==> config.mk <==
export PLATFORM = sky130hd
export DESIGN_NAME = store_queue_fwd
export DESIGN_NICKNAME = d
export VERILOG_FILES = /design/src/rtl/store_queue_fwd.sv
export SDC_FILE = /design/constraint.sdc
export NUM_CORES = 2
export LEC_CHECK = 0
export ABC_CLOCK_PERIOD_IN_PS = 12550
export CAP_MARGIN = 20
export CORE_ASPECT_RATIO = 0.7
export CORE_MARGIN = 2
export CORE_UTILIZATION = 50
export CTS_CLUSTER_SIZE = 12
export DETAILED_ROUTE_END_ITERATION = 7
export PLACE_DENSITY = 0.75
export SKIP_LAST_GASP = 1
export SYNTH_ARGS = -nofsm -noshare
export SYNTH_HDL_FRONTEND = slang
export SYNTH_SLANG_ARGS = --single-unit
==> constraint.sdc <==
create_clock -name clk -period 12.55 [get_ports clk]
set_input_delay 2.51 -clock clk [delete_from_list [all_inputs] [get_ports clk]]
set_output_delay 2.51 -clock clk [all_outputs]
set_load 0.02 [all_outputs]
==> src/rtl/store_queue_fwd.sv <==
// store_queue_fwd: in-order store queue between the LSU and the L1 D-cache
// write port, with youngest-match store-to-load forwarding.
//
// Optional feature macro: STQ_COALESCE_EN.
// When it is defined, a store whose address matches the youngest
// uncommitted entry merges into that entry instead of allocating a new one.
//
// Ports:
//   clk, rst                  clock, asynchronous active-high reset
//   st_valid/st_ready         store enqueue handshake; st_addr/st_data/st_mask
//   commit                    commit the oldest uncommitted entry
//   flush                     discard all uncommitted entries
//   ld_valid/ld_addr/ld_mask  load forwarding query
//   ld_resp_valid/ld_hit/ld_nack/ld_data  registered query response (1 cycle)
//   mem_valid/mem_ready       drain handshake; mem_addr/mem_data/mem_mask
//   count                     number of occupied entries
module store_queue_fwd #(
  parameter int unsigned DEPTH_EXP = 3,
  parameter int unsigned ADDR_W    = 30,
  parameter int unsigned DATA_W    = 32,
  localparam int unsigned MASK_W   = DATA_W / 8
) (
  input  logic                 clk,
  input  logic                 rst,
  input  logic                 st_valid,
  output logic                 st_ready,
  input  logic [ADDR_W-1:0]    st_addr,
  input  logic [DATA_W-1:0]    st_data,
  input  logic [MASK_W-1:0]    st_mask,
  input  logic                 commit,
  input  logic                 flush,
  input  logic                 ld_valid,
  input  logic [ADDR_W-1:0]    ld_addr,
  input  logic [MASK_W-1:0]    ld_mask,
  output logic                 ld_resp_valid,
  output logic                 ld_hit,
  output logic                 ld_nack,
  output logic [DATA_W-1:0]    ld_data,
  output logic                 mem_valid,
  input  logic                 mem_ready,
  output logic [ADDR_W-1:0]    mem_addr,
  output logic [DATA_W-1:0]    mem_data,
  output logic [MASK_W-1:0]    mem_mask,
  output logic [DEPTH_EXP:0]   count
);

  localparam int unsigned DEPTH = 1 << DEPTH_EXP;
  localparam int unsigned PW    = DEPTH_EXP + 1;

  logic [ADDR_W-1:0] addr_q [DEPTH];
  logic [DATA_W-1:0] data_q [DEPTH];
  logic [MASK_W-1:0] mask_q [DEPTH];

  // Pointers carry one extra wrap bit so full and empty are distinguishable.
  logic [PW-1:0] head, cmt, tail;
  logic [PW-1:0] cmt_nxt;
  logic [DEPTH_EXP-1:0] head_idx, tail_idx, tail_m1_idx;
  logic full, commit_ok, drain_fire, st_fire, alloc, merge_hit;

  assign head_idx    = head[DEPTH_EXP-1:0];
  assign tail_idx    = tail[DEPTH_EXP-1:0];
  assign tail_m1_idx = tail_idx - DEPTH_EXP'(1);

  assign count      = tail - head;
  assign full       = (count == PW'(DEPTH));
  assign commit_ok  = commit && (cmt != tail);
  assign cmt_nxt    = cmt + PW'(commit_ok);

`ifdef STQ_COALESCE_EN
  assign merge_hit = (cmt != tail) && (addr_q[tail_m1_idx] == st_addr);
`else
  assign merge_hit = 1'b0;
`endif

  // Full is taken from registered state, so a same-cycle drain does not
  // open a slot until the following cycle.
  assign st_ready   = !rst && (!full || merge_hit) && !flush;
  assign st_fire    = st_valid && st_ready;
  assign alloc      = st_fire && !merge_hit;

  assign mem_valid  = (head != cmt);
  assign drain_fire = mem_valid && mem_ready;
  assign mem_addr   = mem_valid ? addr_q[head_idx] : '0;
  assign mem_data   = mem_valid ? data_q[head_idx] : '0;
  assign mem_mask   = mem_valid ? mask_q[head_idx] : '0;

  always_ff @(posedge clk or posedge rst) begin
    if (rst) begin
      head <= '0;
      cmt  <= '0;
      tail <= '0;
    end else begin
      head <= head + PW'(drain_fire);
      cmt  <= cmt_nxt;
      // Flush rewinds tail to the commit point after this cycle's commit.
      tail <= flush ? cmt_nxt : tail + PW'(alloc);
    end
  end

  always_ff @(posedge clk) begin
    if (alloc) begin
      addr_q[tail_idx] <= st_addr;
      data_q[tail_idx] <= st_data;
      mask_q[tail_idx] <= st_mask;
    end
`ifdef STQ_COALESCE_EN
    if (st_fire && merge_hit) begin
      for (int unsigned b = 0; b < MASK_W; b++) begin
        if (st_mask[b]) data_q[tail_m1_idx][8*b +: 8] <= st_data[8*b +: 8];
      end
      mask_q[tail_m1_idx] <= mask_q[tail_m1_idx] | st_mask;
    end
`endif
  end

  // Scan oldest to youngest over the live window; the last match wins,
  // which gives youngest priority independent of physical wrap.
  logic                 fwd_match;
  logic [DATA_W-1:0]    fwd_data;
  logic [MASK_W-1:0]    fwd_mask;
  logic [DEPTH_EXP-1:0] fwd_idx;
  logic                 fwd_full;

  always_comb begin
    fwd_match = 1'b0;
    fwd_data  = '0;
    fwd_mask  = '0;
    fwd_idx   = '0;
    for (int unsigned k = 0; k < DEPTH; k++) begin
      fwd_idx = head_idx + DEPTH_EXP'(k);
      if ((PW'(k) < count) && (addr_q[fwd_idx] == ld_addr)) begin
        fwd_match = 1'b1;
        fwd_data  = data_q[fwd_idx];
        fwd_mask  = mask_q[fwd_idx];
      end
    end
  end

  assign fwd_full = fwd_match && ((fwd_mask & ld_mask) == ld_mask);

  always_ff @(posedge clk or posedge rst) begin
    if (rst) begin
      ld_resp_valid <= 1'b0;
      ld_hit        <= 1'b0;
      ld_nack       <= 1'b0;
      ld_data       <= '0;
    end else begin
      ld_resp_valid <= ld_valid;
      ld_hit        <= ld_valid && fwd_full;
      ld_nack       <= ld_valid && fwd_match && !fwd_full;
      ld_data       <= (ld_valid && fwd_full) ? fwd_data : '0;
    end
  end

endmodule

Word level (Yosys, flattened, before mapping). Memories as Yosys holds them, arrays and structs flattened. Cells that the tools add are included.

Register bits after elaboration: 47. Bits in writable memories: 528. Bits of input ports: 107. Output and inout bits: 107. Logic and storage cells: 94. Memories kept: 3.

Add/subtract/negate cells: 11. Order comparisons: 8. Equal/unequal tests: 12. Multiplexer cells: 31. Bitwise operators: 1. Reductions and logical operators: 21.

Memories: data_q (words 8, bits a word 32, rd ports 8, clocked after Yosys merged registers in 0, write ports 1, RTL line 51) `logic [DATA_W-1:0] data_q [DEPTH];`; addr_q (words 8, bits a word 30, rd ports 8, clocked after Yosys merged registers in 0, write ports 1, RTL line 50) `logic [ADDR_W-1:0] addr_q [DEPTH];`; mask_q (words 8, bits a word 4, rd ports 8, clocked after Yosys merged registers in 0, write ports 1, RTL line 52) `logic [MASK_W-1:0] mask_q [DEPTH];`.

Operator list (number): two-way mux 32 bit (10); == test 30 bit (8); two-way mux 4 bit (10); two-way mux 30 bit (1); logical AND 1 bit (17); less-than comparator 3 x 4 -> 1 bit, first input constant (4); adder 3 bit, second input constant (4); adder 4 x 1 -> 4 bit (3); two-way mux 1 bit (10); less-than comparator 1 x 4 -> 1 bit, first input constant (2); less-than comparator 2 x 4 -> 1 bit, first input constant (2); inequality test 4 bit (2); adder 3 x 2 -> 3 bit, second input constant (2); AND 4 bit (1); == test 4 bit (1); == test 4 bit, second input constant (1); zero test 1 bit (4); subtractor 4 bit (1); adder 3 x 1 -> 3 bit, second input constant (1).

Longest topological paths before layout.
Word-level depth: 16. Depth in mapped cells: 25. Mapped depth without buffers: 14.

Worst setup path before layout. Ideal clock, no wire load.

Kind: flip-flop to flip-flop. Start point: reg head[2]. End point: mem addr_q[1][0] (enable). Library setup time: 0.571 ns. Arrival time: 8.425 ns. Data required time: 11.979 ns. Path slack: 3.554 ns. Cell stages (with the launch flop): 14. Buffers on the path: 5. Period minus slack after synthesis: 8.996 ns. Cell sequence: dfrtp_1 buf_4 buf_2 buf_4 inv_1 clkbuf_1 buf_1 ha_1 xor2_1 nor2_1 a211oi_1 and2_1 nand2_1 nor3_1.

Word-level cells in the longest chain between the ends: 8.

Ends and longest elaborated chain: from (decl) (RTL line 55) `logic [PW-1:0] head, cmt, tail;`; from (signal assigned) (RTL line 93) `head <= head + PW'(drain_fire);`; subtractor 4 bit (RTL line 64) `assign count = tail - head;`; named net count[2] (RTL line 44) `output logic [DEPTH_EXP:0] count`; == test 4 bit (RTL line 65) `assign full = (count == PW'(DEPTH));`; zero test 1 bit (RTL line 77) `assign st_ready = !rst && (!full || merge_hit) && !flush;`; logical AND 1 bit (2 in a row) (RTL line 77); named net st_ready (RTL line 26) `output logic st_ready,`; logical AND 1 bit (RTL line 78) `assign st_fire = st_valid && st_ready;`; two-way mux 1 bit (RTL line 101) `if (alloc) begin`; two-way mux 1 bit (not written as such) (RTL line 102) `addr_q[tail_idx] <= st_addr;`; to (decl) (RTL line 50).

The timed path passes the listed nets, and every way through them passes these cells.

Worst setup path after layout.
Start point: reg head[0]. End point: out mem_mask[2].

Word-level cells in the longest chain between the ends: 2. Elaborated cells between the ends (all ways): 3. Those cells by class: 1 x eq/ne; 1 x mux; 1 x memory.

Ends and longest elaborated chain: memory read (8 x 4 bit) / inequality test 4 bit (equally long branches); two-way mux 4 bit * (RTL line 85) `assign mem_mask = mem_valid ? mask_q[head_idx] : '0;`; to (decl) (RTL line 43) `output logic [MASK_W-1:0] mem_mask,`.

Mark *: on every way between the ends. The rest lies on a longest branch, timed or not.

==> results.yml <==
power:
  power_density_nw_per_um2: 299.8
  clkPwrFrac: 0.118
  p_int_mw: 7.774
  power_mw: 15.10
  switchingPower_mw: 7.325
  pwr-share-comb: 0.723
  p_sw_frac: 0.4851
  p_leak_nw: 17.07
  pwr-share-seq: 0.159
  ir_drop_v: 0.0004119
timing:
  slew_violations: 0
  max_slew_margin: 0.2015
  whs_ns: 0.5511
  skew_ns: 0.02824
  fin_crit_sh: 0.6533
  rsz0062_at_grt: "no"
  finalHoldViolCount: 0
  finalSetupViolations: 0
  tightest_slew_ns: 1.198
  min_period_ns: 8.199
  tns_ns: 0
  clock.fmax_mhz: 122.0
setup_path:
  critPathMaxStageDelay_ns: 0.88
  crit_chain: "buf_12, buf_4, buf_4, mux4_2, mux2i_1, nor2_1, clkdlybuf4s50_1"
  cp-end-kind: "output port"
  cpMostUsedCell: "buf_4"
  required_ns: 10.04
  r2r_cells: 16
  reg2reg_to: "ld_data[0]"
  r2r_start: "head[1]"
  cp_slowest_cell: "buf_4"
  r2r_setup_slack_ns: 4.96
  arrival_ns: 5.69
  critPathMaxFanout: 137
  worst_setup_path_start_kind: "flop"
  setup.worst_path.class: "flop to output port"
logic_synthesis:
  synth_edf_count: 528
  ys_seq_elements: 575
  ys_types: 84
  syn_area_per_cell_um2: 13.19
  synthCells: 3456
  ys_seq_area_frac: 0.3736
  yosys_most_used_dff: "edfxtp_1"
  synth_area_um2: 45590
  synthTopCellsByCount: "536 x mux4_2, 528 x edfxtp_1, 496 x mux2i_1, 329 x nand2_1, 167 x xnor2_1"
  synth_area_leaders: "edfxtp_1 35%, mux4_2 26%, mux2i_1 11%"
  async_flop_share: 0.08174
  yosys_warnings: 0
  yosysMostFrequentCell: "mux4_2"
  synth_area_leader_cell: "edfxtp_1"
  syn_nets: 3576
  yosys.area.top_type_share: 0.3478
drt:
  drt_iter0_drc: 5999
  dr.pass1.iters: 6
  vias: 35570
  routed_via_density: 7.483
  drc_errors: 0
  wl_um: 159900
  ant_nets: 0
  wl_per_cell_um: 33.64
global_routing:
  grt_pass1_wl_um: 232900
  overflow: 0
  antenna_found_initial: 19
  grt_usage: 0.3381
  grt_max_degree: 146
  grt_pass1_vias: 32860
place:
  io_buffers: 213
  place_congestion: 1.103
  dp_hpwl_um: 104800
min_path:
  hp-start: "head[3]"
  hold-path-endpoint: "head[3]"
  hold_path_class: "flop to flop"
  hold_depth: 1
die:
  row_count: 92
  core_region_area_um2: 90130
  fp.dieH_um: 256.6
  initial_core_util: 0.5058
  io_pins: 214
  die_w_um: 364.9
  die-area_um2: 93640
cells_and_area:
  layout.nets: 3593
  fin_util: 0.5588
  syn2layout_area_growth_pct: 10.49
  drive_gt1_frac: 0.2346
clock_tree:
  worstSkewPairLatency_ns: 0.68
  htreeDepth: 2
  post_cts_resized: 0
  clockBufferDepth: 3
  post_cts_buffers: 0
  cts-root-buf: "clkbuf_16"
  cts.sinks: 575
  cts_hold_buffers: 0
  clk_pin_slew_worst_paths_ns: 0.06
  cts_buffers: 61
  cts_tree: "done"
flow_run:
  max-cap-violations: 0
outcome:
  outcome: "completed"
==> metrics by stage <==
| step | instance area [µm²] | worst slack [ns] | std cells |
|---|---|---|---|
| after CTS | 50290 | 4.231 | 4740 |
| after global routing | 50360 | 3.892 | 4752 |
| after detailed placement | 48370 | 4.933 | 4629 |
| final | 50370 | 4.351 | 4754 |
| after floorplan | 45590 | 3.554 | 3456 |
| after global placement | 48330 | 5.004 | 4627 |
==> how the worst max path moves through the flow <==
stage          cells after the start            to  slack (ns)     from
6_report                           7   mem_mask[2]        4.35  head[0]
5_1_grt                            7   mem_mask[0]        3.89  head[0]
4_1_cts                            7   mem_mask[2]        4.23  head[0]
3_5_place_dp                       7   mem_mask[2]        4.93  head[0]
3_3_place_gp                       7   mem_mask[2]        5.00  head[0]
2_1_floorplan                     13  addr_q[1][0]        3.55  head[2]
==> routing by layer <==
metal	part of all wire	track usage	wire length [µm]
met2	0.42	0.4619	66760
met3	0.17	0.1276	27060
met1	0.38	0.4996	60840
met5	0.00069	0	110
met4	0.032	0.09906	5132
==> power by group through the flow <==
| stage | combinational (mW) | clock, mW | sequential, mW |
|---|---|---|---|
| after global placement | 10.4 | 0 | 2.42 |
| after floorplan | 7.73 | 0 | 2.31 |
| after detailed placement | 10.5 | 0 | 2.43 |
| final | 10.9 | 1.78 | 2.40 |
| after global routing | 11.3 | 1.87 | 2.41 |
| after CTS | 10.6 | 1.79 | 2.39 |
==> layout make-up <==
class / count / area [µm²]
multi-input cells: 2526 / 26950
clock buffers: 86 / 1690
flip-flops and latches: 575 / 17040
fillers: 7123 / 39760
diodes: 11 / 27.53
clock inverters: 25 / 229.0
well taps: 1222 / 1529
repair buffers: 287 / 2818
inverters: 22 / 83.83
==> critical path: cells and delay by family (launching register included) <==
family,cells,cell delay [ns]
mux,2,0.93
buf+inv,4,3.05
flops,1,0.81
simple gates,1,0.07
==> cell usage in the layout, fill, tap and decap left out, types with 52 or more instances in the layout <==
master and count:
buf_4 63, clkbuf_16 61, clkdlybuf4s50_1 213, edfxtp_1 528, mux2_2 52, mux2i_1 496
mux4_2 536, nand2_1 328, nand3_1 73, nor2_1 118, o22ai_1 71, xnor2_1 165
xor2_1 70
==> state kept, by name, summed over array words and instances, names as in the netlist <==
name / count
cmt: 4
ld_hit: 1
ld_data: 32
ld_nack: 1
head: 4
mask_q: 32
tail: 4
addr_q: 240
data_q: 256
ld_resp_valid: 1
==> cell families (layout without fill, tap and decap cells) <==
family                     count (synthesis)  count (layout)  share of synthesized area
muxes                                   1086            1086                     0.3871
and+or+nand+nor                          765             765                    0.08075
xor gates and xnor gates                 239             239                    0.04625
DFF                                      575             575                     0.3736
AOI/OAI and AO/OA                        423             423                    0.06889
adders and majority gates                 13              13                   0.003733
buffers and inverters                    355             420                    0.03966
other                                      0              11                          0
(Power assumes the default switching activity.)
